<file path="src/rtl/gate_or_pkg.sv">
// gate_or_pkg: shared width constant and count-width helper for the gate_or slice
//   DEFAULT_N : default operand/result width
//   cnt_w(n)  : bits needed to hold a population count of 0..n
package gate_or_pkg;
   localparam int DEFAULT_N = 4;
   function automatic int cnt_w(input int n);
      return $clog2(n + 1);
   endfunction
endpackage

</file>
<file path="src/rtl/gate_or_popcount.sv">
// gate_or_popcount: combinational count of set bits
//   d   : N-bit input vector
//   cnt : number of ones in d, range 0..N
module gate_or_popcount
   import gate_or_pkg::*;
#(
   parameter int N = DEFAULT_N
) (
   input  logic [N-1:0]          d,
   output logic [cnt_w(N)-1:0]   cnt
);
   localparam int CW = cnt_w(N);
   always_comb begin
      cnt = '0;
      for (int i = 0; i < N; i++) cnt = cnt + CW'(d[i]);
   end
endmodule

</file>
<file path="src/rtl/gate_or.sv">
// gate_or: bitwise OR with a combinational output and a registered result plus flags
//   clk       : clock, rising edge
//   rst_n     : synchronous active-low reset
//   A, B      : N-bit operands
//   in_valid  : qualifies A/B for capture
//   F         : combinational A | B
//   F_q       : registered A | B
//   out_valid : F_q was captured on the previous edge
//   all_ones  : registered flag, F_q all ones
//   all_zero  : registered flag, F_q all zero
//   ones_cnt  : registered set-bit count of F_q
module gate_or
   import gate_or_pkg::*;
#(
   parameter int N = DEFAULT_N
) (
   input  logic                  clk,
   input  logic                  rst_n,
   input  logic [N-1:0]          A,
   input  logic [N-1:0]          B,
   input  logic                  in_valid,
   output logic [N-1:0]          F,
   output logic [N-1:0]          F_q,
   output logic                  out_valid,
   output logic                  all_ones,
   output logic                  all_zero,
   output logic [cnt_w(N)-1:0]   ones_cnt
);
   logic [cnt_w(N)-1:0] cnt;
   assign F = A | B;
   gate_or_popcount #(.N(N)) u_popcount (.d(F), .cnt(cnt));
   // Flags are derived from the same OR value as F_q so they always describe it
   always_ff @(posedge clk) begin
      if (!rst_n) begin
         F_q       <= '0;
         out_valid <= 1'b0;
         all_ones  <= 1'b0;
         all_zero  <= 1'b1;
         ones_cnt  <= '0;
      end else begin
         out_valid <= in_valid;
         if (in_valid) begin
            F_q      <= F;
            all_ones <= &F;
            all_zero <= ~|F;
            ones_cnt <= cnt;
         end
      end
   end
endmodule

</file>
<file path="config.mk">
export PLATFORM = sky130hd
export DESIGN_NAME = gate_or
export DESIGN_NICKNAME = d
export VERILOG_FILES = /design/src/rtl/gate_or_pkg.sv /design/src/rtl/gate_or_popcount.sv /design/src/rtl/gate_or.sv
export SDC_FILE = /design/constraint.sdc
export NUM_CORES = 1
export LEC_CHECK = 0
export CAP_MARGIN = 20
export CORE_MARGIN = 1
export CORE_UTILIZATION = 36
export DETAILED_ROUTE_END_ITERATION = 10
export GPL_TIMING_DRIVEN = 0
export HOLD_SLACK_MARGIN = 0.1
export PLACE_DENSITY_LB_ADDON = 0.3
export SLEW_MARGIN = 20
export SYNTH_ARGS = -nofsm -noshare
export SYNTH_HDL_FRONTEND = slang
export SYNTH_SLANG_ARGS = --single-unit
</file>
<file path="constraint.sdc">
create_clock -name clk -period 1.5 [get_ports clk]
set_input_delay 0.15 -clock clk [delete_from_list [all_inputs] [get_ports clk]]
set_output_delay 0.15 -clock clk [all_outputs]
set_load 0.01 [all_outputs]
</file>
==> results of run 1 <==
==> layout make-up <==
cell class / count / area [sq um]
Timing Repair Buffer: 24 / 235.2
Inverter: 7 / 26.28
Fill cell: 107 / 390.4
Buffer: 2 / 18.77
Clock buffer: 4 / 36.28
Sequential cell: 10 / 200.2
Multi-Input combinational cell: 29 / 231.5
Tap cell: 14 / 17.52
==> cells by family after synthesis <==
group                      Yosys count
DFF                                 10
buffers and inverters                9
muxes                                2
adders and majority gates            4
AOI/OAI and AO/OA                    7
and+or+nand+nor                     16
==> worst register-to-register path: stages (launching register included) <==
cell,delay (ns)
dfxtp_1,0.34
nor2_1,0.04
a211oi_1,0.22
==> sequential cells by signal (all words and copies together) (netlist names) <==
name / flops
all_zero: 1
ones_cnt: 3
all_ones: 1
out_valid: 1
F_q: 4
==> how the worst min path moves through the flow <==
| stage | from | depth (start not counted) | slack [ns] | end |
|---|---|---|---|---|
| floorplan | rst_n | 1 | 0.23 | all_zero |
| global placement | ones_cnt[0] | 2 | 0.47 | ones_cnt[0] |
| detailed placement | ones_cnt[0] | 2 | 0.48 | ones_cnt[0] |
| CTS | in_valid | 3 | 0.19 | all_ones |
| global route | in_valid | 3 | 0.21 | all_ones |
| finish | in_valid | 3 | 0.20 | all_ones |
==> cells in the final DEF (no fill, tap or decap), drive strengths merged <==
cell and instances:
clkdlybuf4s50 18, nor2 11, dfxtp 10, inv 7
a211oi 5, dlygate4sd2 4, clkbuf 4, ha 3
buf 3, mux2i 2, nand2 2, and2 1
nand3b 1, o41ai 1, nand2b 1, o311ai 1
fa 1, dlymetal6s2s 1
==> layer usage <==
metal / track usage [%] / wire length [um]
met5: 0 / 0
met3: 3.488 / 63
met1: 18.05 / 425
met2: 28.81 / 466
met4: 10.71 / 4
==> power groups by stage <==
stage                     Clock (mW)  Sequential, mW  Combinational [mW]
after floorplan                    0           0.311              0.0622
after global placement             0           0.301               0.158
after detailed placement           0           0.302               0.161
after CTS                      0.253           0.296               0.161
after global routing           0.270           0.298               0.180
final                          0.241           0.296               0.160
==> timing repair <==
| action | in CTS | in global routing |
|---|---|---|
| setup endpoints to repair | 2 | 2 |
| setup buffers | 0 | 1 |
| resized for setup | 8 | 1 |
| pin swaps | 3 | 2 |
==> flow_metrics.py, run 1 <==
metrics = {
    "final_layout": {
        "finish.utilization_pct": 66.23,
        "n_antenna_cell": 0,
        "syn_to_final_growth_pct": 63.20,
        "drive_gt1_share_pct": 22.37,
        "fin_nets": 92,
        "design_area_sq_um": 765.7,
        "stdcell_count": 90,
    },
    "worst_setup_path": {
        "cp_top_family": "buffers and inverters",
        "r2r_end": "F_q[2]",
        "crit_buf_inv": 3,
        "r2r_setup_slack_ns": 0.80,
        "critPathLaunch": "A[2]",
        "regToRegStartpoint": "F_q[2]",
        "cp_slowest_cell": "clkdlybuf4s50_1",
        "worstSetupEndpointType": "output port",
        "crit_chain": "clkdlybuf4s50_1 -> nor2_4 -> inv_2 -> clkdlybuf4s50_1",
        "crit_required_ns": 1.35,
        "crit_end": "F[2]",
        "worst_setup_path_start_kind": "input pin",
        "path_depth": 4,
        "critical_path_class": "in2out",
        "arrival_ns": 1.30,
        "cpMostUsedCell": "clkdlybuf4s50_1",
        "crit_path_max_fanout": 4,
        "reg2reg_depth": 2,
        "worst_path_largest_cell_delay_ns": 0.52,
    },
    "placement": {
        "post-place-ws_ns": -0.4402,
        "dpl.cell_count": 85,
        "port_buffers": 23,
        "gp_congestion": 0.7092,
        "dp_hpwl_um": 739.2,
        "dpl_cell_area_sq_um": 716.9,
    },
    "sta": {
        "finalHoldViolations": 0,
        "finalSetupTns_ns": 0,
        "max_slew_margin_pct": 85.96,
        "min_period_over_period_pct": 96.55,
        "worst_slew_pin_slew_ns": 0.2073,
        "rsz0062_at_grt": "false",
        "max_freq_mhz": 690.5,
        "drv_slew": 0,
        "holdWs_ns": 0.1996,
        "skew_ns": 0,
        "period_minus_slack_ns": 1.448,
        "fin_ws_ns": 0.05170,
        "setup_viol": 0,
    },
    "route": {
        "first_iter_violations": 3,
        "drc": 0,
        "antenna_left": 0,
        "wirelength_um": 959,
        "num_vias": 417,
        "vias_per_cell": 4.633,
        "first_pass_iters": 2,
        "routedWlPerCell_um": 10.66,
    },
    "logic_synthesis": {
        "synth.largest_area_cell": "dfxtp_1",
        "synthMuxAreaShare_pct": 4.267,
        "synth_xor_area_share_pct": 0,
        "synthAdderAreaFrac_pct": 12.27,
        "syn_area_sq_um": 469.2,
        "yosys_warnings": 0,
        "synthCells": 48,
        "synth_edf_count": 0,
        "synth_most_common_cell": "dfxtp_1",
        "synth_compound_area_share_pct": 13.33,
        "synth-simple-area-share_pct": 17.87,
        "synth_ff_type": "dfxtp_1",
        "syn_avg_cell_area_sq_um": 9.775,
        "synth_top_family_by_area": "simple AND/OR/NAND/NOR gates",
        "yosysUniqueCellTypes": 17,
        "ys_top_cells_by_count": "10 x dfxtp_1, 9 x nor2_1, 5 x a211oi_1",
        "synth_nets": 63,
        "synth_seq_area_share_pct": 42.67,
        "synth_top_area_share_pct": 42.67,
        "synth_area_leaders": "dfxtp_1 43%, a211oi_1 8.0%, ha_1 8.0%",
        "synth-async-reset-ratio_pct": 0,
        "ys_ff_latch": 10,
    },
    "global_route": {
        "grt_pass1_vias": 403,
        "grt_pass1_wl_mm": 1.607,
        "grtUsageTotal_pct": 16.65,
        "grt_antenna_before_repair": 0,
        "grt.overflow.total": 0,
        "grt_start_max_net_pins": 11,
    },
    "floorplan": {
        "coreArea_sq_um": 1156,
        "die_w_um": 38.10,
        "rows": 12,
        "die_area_sq_um": 1452,
        "io_pins": 25,
        "die_h_um": 38.10,
        "initial_core_util_pct": 40.58,
    },
    "clock_network": {
        "cts_tree": "done",
        "clkLatencyLatePin_ns": 0.26,
        "cts_buffer_depth": 2,
        "cts_max_level": 1,
        "numCtsBuffers": 3,
        "cts_root_buf": "clkbuf_4",
        "holdBufCountCts": 0,
        "clock_sinks": 10,
        "clkTransAtPathRegs_ns": 0.07,
    },
    "power_and_ir_drop": {
        "power_frac_comb_pct": 23.0,
        "fin_total_pwr_uw": 697.1,
        "intPower_uw": 524.8,
        "power_switching_uw": 172.4,
        "switching_share_pct": 24.73,
        "p_seq_share_pct": 42.4,
        "p_clk_share_pct": 34.6,
        "powerDensity_nw_per_um2": 910.4,
        "peakVddDrop_v": 0.0004966,
        "power.leakage_nw": 0.3281,
    },
    "outcome": {
        "outcome": "completed",
    },
    "worst_hold_path": {
        "hp-class": "in2reg",
    },
    "run": {
        "maxCapViolCount": 0,
    },
}
No activity file was read; power rests on OpenSTA's default activity.
==> inputs of run 2 (changes only) <==
--- a/config.mk
+++ b/config.mk
@@ -12,7 +12,7 @@
 export GPL_TIMING_DRIVEN = 0
 export HOLD_SLACK_MARGIN = 0.1
 export PLACE_DENSITY_LB_ADDON = 0.3
-export SLEW_MARGIN = 20
+export SLEW_MARGIN = 10
 export SYNTH_ARGS = -nofsm -noshare
 export SYNTH_HDL_FRONTEND = slang
 export SYNTH_SLANG_ARGS = --single-unit
==> results of run 2 <==
The final DEF is identical to that of run 1; final timing and power are the same.
==> inputs of run 3 (changes only) <==
--- a/config.mk
+++ b/config.mk
@@ -6,12 +6,15 @@
 export NUM_CORES = 1
 export LEC_CHECK = 0
 export CAP_MARGIN = 20
-export CORE_MARGIN = 1
-export CORE_UTILIZATION = 36
+export CORE_AREA = 2 2 39 41
+export CTS_BUF_LIST = sky130_fd_sc_hd__clkbuf_2 sky130_fd_sc_hd__clkbuf_4 sky130_fd_sc_hd__clkbuf_8
 export DETAILED_ROUTE_END_ITERATION = 10
+export DIE_AREA = 0 0 41 43
+export GPL_ROUTABILITY_DRIVEN = 0
 export GPL_TIMING_DRIVEN = 0
 export HOLD_SLACK_MARGIN = 0.1
 export PLACE_DENSITY_LB_ADDON = 0.3
+export SETUP_SLACK_MARGIN = 0.1
 export SLEW_MARGIN = 10
 export SYNTH_ARGS = -nofsm -noshare
 export SYNTH_HDL_FRONTEND = slang
==> flow_metrics.py, run 3 (synthesis results as in run 1) <==
metrics = {
    "clock_network": {
        "clock_sinks": 10,
        "cts_max_level": 1,
        "cts_buffer_depth": 2,
        "cts_tree": "done",
        "clkTransAtPathRegs_ns": 0.07,
        "clkLatencyLatePin_ns": 0.26,
        "holdBufCountCts": 0,
        "numCtsBuffers": 3,
        "cts_root_buf": "clkbuf_4",
    },
    "sta": {
        "fin_ws_ns": 0.1591,
        "worst_slew_pin_slew_ns": 0.2216,
        "setup_viol": 0,
        "min_period_over_period_pct": 89.39,
        "skew_ns": 0,
        "finalSetupTns_ns": 0,
        "max_slew_margin_pct": 84.99,
        "finalHoldViolations": 0,
        "rsz0062_at_grt": "false",
        "drv_slew": 0,
        "period_minus_slack_ns": 1.341,
        "max_freq_mhz": 745.8,
        "holdWs_ns": 0.1878,
    },
    "final_layout": {
        "n_antenna_cell": 0,
        "drive_gt1_share_pct": 25.64,
        "fin_nets": 94,
        "final_cell_mix": "15 x clkdlybuf4s50_1, 10 x dfxtp_1, 7 x nor2_1",
        "largest_reg_flops": 4,
        "reg_top3": "F_q x4, ones_cnt x3",
        "syn_to_final_growth_pct": 68.00,
        "stdcell_count": 94,
        "top_register": "F_q",
        "final_common_cell": "clkdlybuf4s50_1",
        "design_area_sq_um": 788.3,
        "finish.utilization_pct": 56.96,
    },
    "run": {
        "maxCapViolCount": 0,
    },
    "global_route": {
        "grt.overflow.total": 0,
        "use_met2_pct": 17.19,
        "grt_pass1_wl_mm": 1.552,
        "busiest_layer": "met1",
        "grtUsageTotal_pct": 13.10,
        "grt_pass1_vias": 384,
        "grt_use_met1_pct": 17.26,
        "grt_antenna_before_repair": 0,
        "grt_start_max_net_pins": 11,
        "grt_use_met3_pct": 3.665,
    },
    "power_and_ir_drop": {
        "peakVddDrop_v": 0.0004721,
        "fin_total_pwr_uw": 703.4,
        "p_clk_share_pct": 34.7,
        "p_seq_share_pct": 41.9,
        "intPower_uw": 527.2,
        "power_switching_uw": 176.2,
        "power.leakage_nw": 0.3482,
        "switching_share_pct": 25.06,
        "powerDensity_nw_per_um2": 892.4,
        "power_frac_comb_pct": 23.3,
    },
    "floorplan": {
        "initial_core_util_pct": 33.91,
        "rows": 14,
        "coreArea_sq_um": 1384,
        "die_area_sq_um": 1763,
        "io_pins": 25,
        "die_h_um": 43,
        "die_w_um": 41,
    },
    "placement": {
        "post-place-ws_ns": -0.4183,
        "port_buffers": 23,
        "dpl.cell_count": 87,
        "dpl_cell_area_sq_um": 721.9,
        "dp_hpwl_um": 696.3,
    },
    "worst_setup_path": {
        "worst_path_largest_cell_delay_ns": 0.51,
        "worstSetupEndpointType": "register",
        "critical_path_class": "in2reg",
        "crit_required_ns": 1.66,
        "crit_path_max_fanout": 3,
        "cp_top_family": "buffers and inverters",
        "crit_buf_inv": 2,
        "crit_chain": "clkdlybuf4s50_1 -> nor2_4 -> fa_2 -> inv_2 -> ha_1 -> mux2i_1 -> nor2_1",
        "arrival_ns": 1.50,
        "worst_setup_path_start_kind": "input pin",
        "cp_slowest_cell": "clkdlybuf4s50_1",
    },
    "worst_hold_path": {
        "hp-class": "in2reg",
    },
    "route": {
        "wirelength_um": 965,
        "drc": 0,
        "num_vias": 426,
        "first_iter_violations": 2,
        "first_pass_iters": 2,
        "antenna_left": 0,
        "routedWlPerCell_um": 10.27,
        "vias_per_cell": 4.532,
    },
    "outcome": {
        "outcome": "completed",
    },
}
## run 3: cell count changes in the layout (fill, tap and decap cells not counted)
cell / before / now
clkdlybuf4s15_1: 0 / 4
clkdlybuf4s50_1: 18 / 15
buf_4: 2 / 4
dlygate4sd2_1: 4 / 2
dlymetal6s2s_1: 1 / 2
inv_1: 3 / 2
inv_2: 4 / 5
## run 3: path summary, 6_finish.rpt
check	startpoint	to	slack, ns	depth (start not counted)
worst max-delay path	A[2]	ones_cnt[1]	0.16	7
worst min-delay path	in_valid	all_ones	0.19	3
worst max register to register	F_q[3]	F_q[3]	0.82	2
worst min register to register	F_q[0]	F_q[0]	0.49	2
## run 3: cell type report
type | count | area (sq um)
buffer | 2 | 18.77
clock buffer | 4 | 36.28
fill | 123 | 595.6
inverter | 7 | 26.28
multi-input combinational | 29 | 231.5
sequential | 10 | 200.2
tap | 16 | 20.02
timing repair buffer | 26 | 255.2
## run 3: worst min-delay path: cells and delay by family
kind	cells	cell delay (ns)
AO/OA/AOI/OAI	1	0.05
buffers and inverters	1	0.14
AND/OR/NAND/NOR	1	0.07
## run 3: layer usage
layer  up-vias  part of all wire (%)  wire [um]
li1        216                     -          -
met1       188                    43        413
met2        20                    44        423
met3         2                    11        108
met4         0                   2.0         19
met5         -                     0          0
## run 3: power by group through the flow
stage	Combinational [mW]	Clock, mW	Sequential, mW
floorplan	0.0629	0	0.311
global placement	0.160	0	0.301
detailed placement	0.161	0	0.301
CTS	0.164	0.249	0.295
global route	0.180	0.260	0.297
finish	0.164	0.244	0.295
## run 3: repair_timing
| action | 4_1_cts | 5_1_grt |
|---|---|---|
| pin swaps | 6 | 5 |
| buffers inserted | 2 | 1 |
| setup endpoints to repair | 7 | 2 |
| gates resized for setup | 10 | 6 |
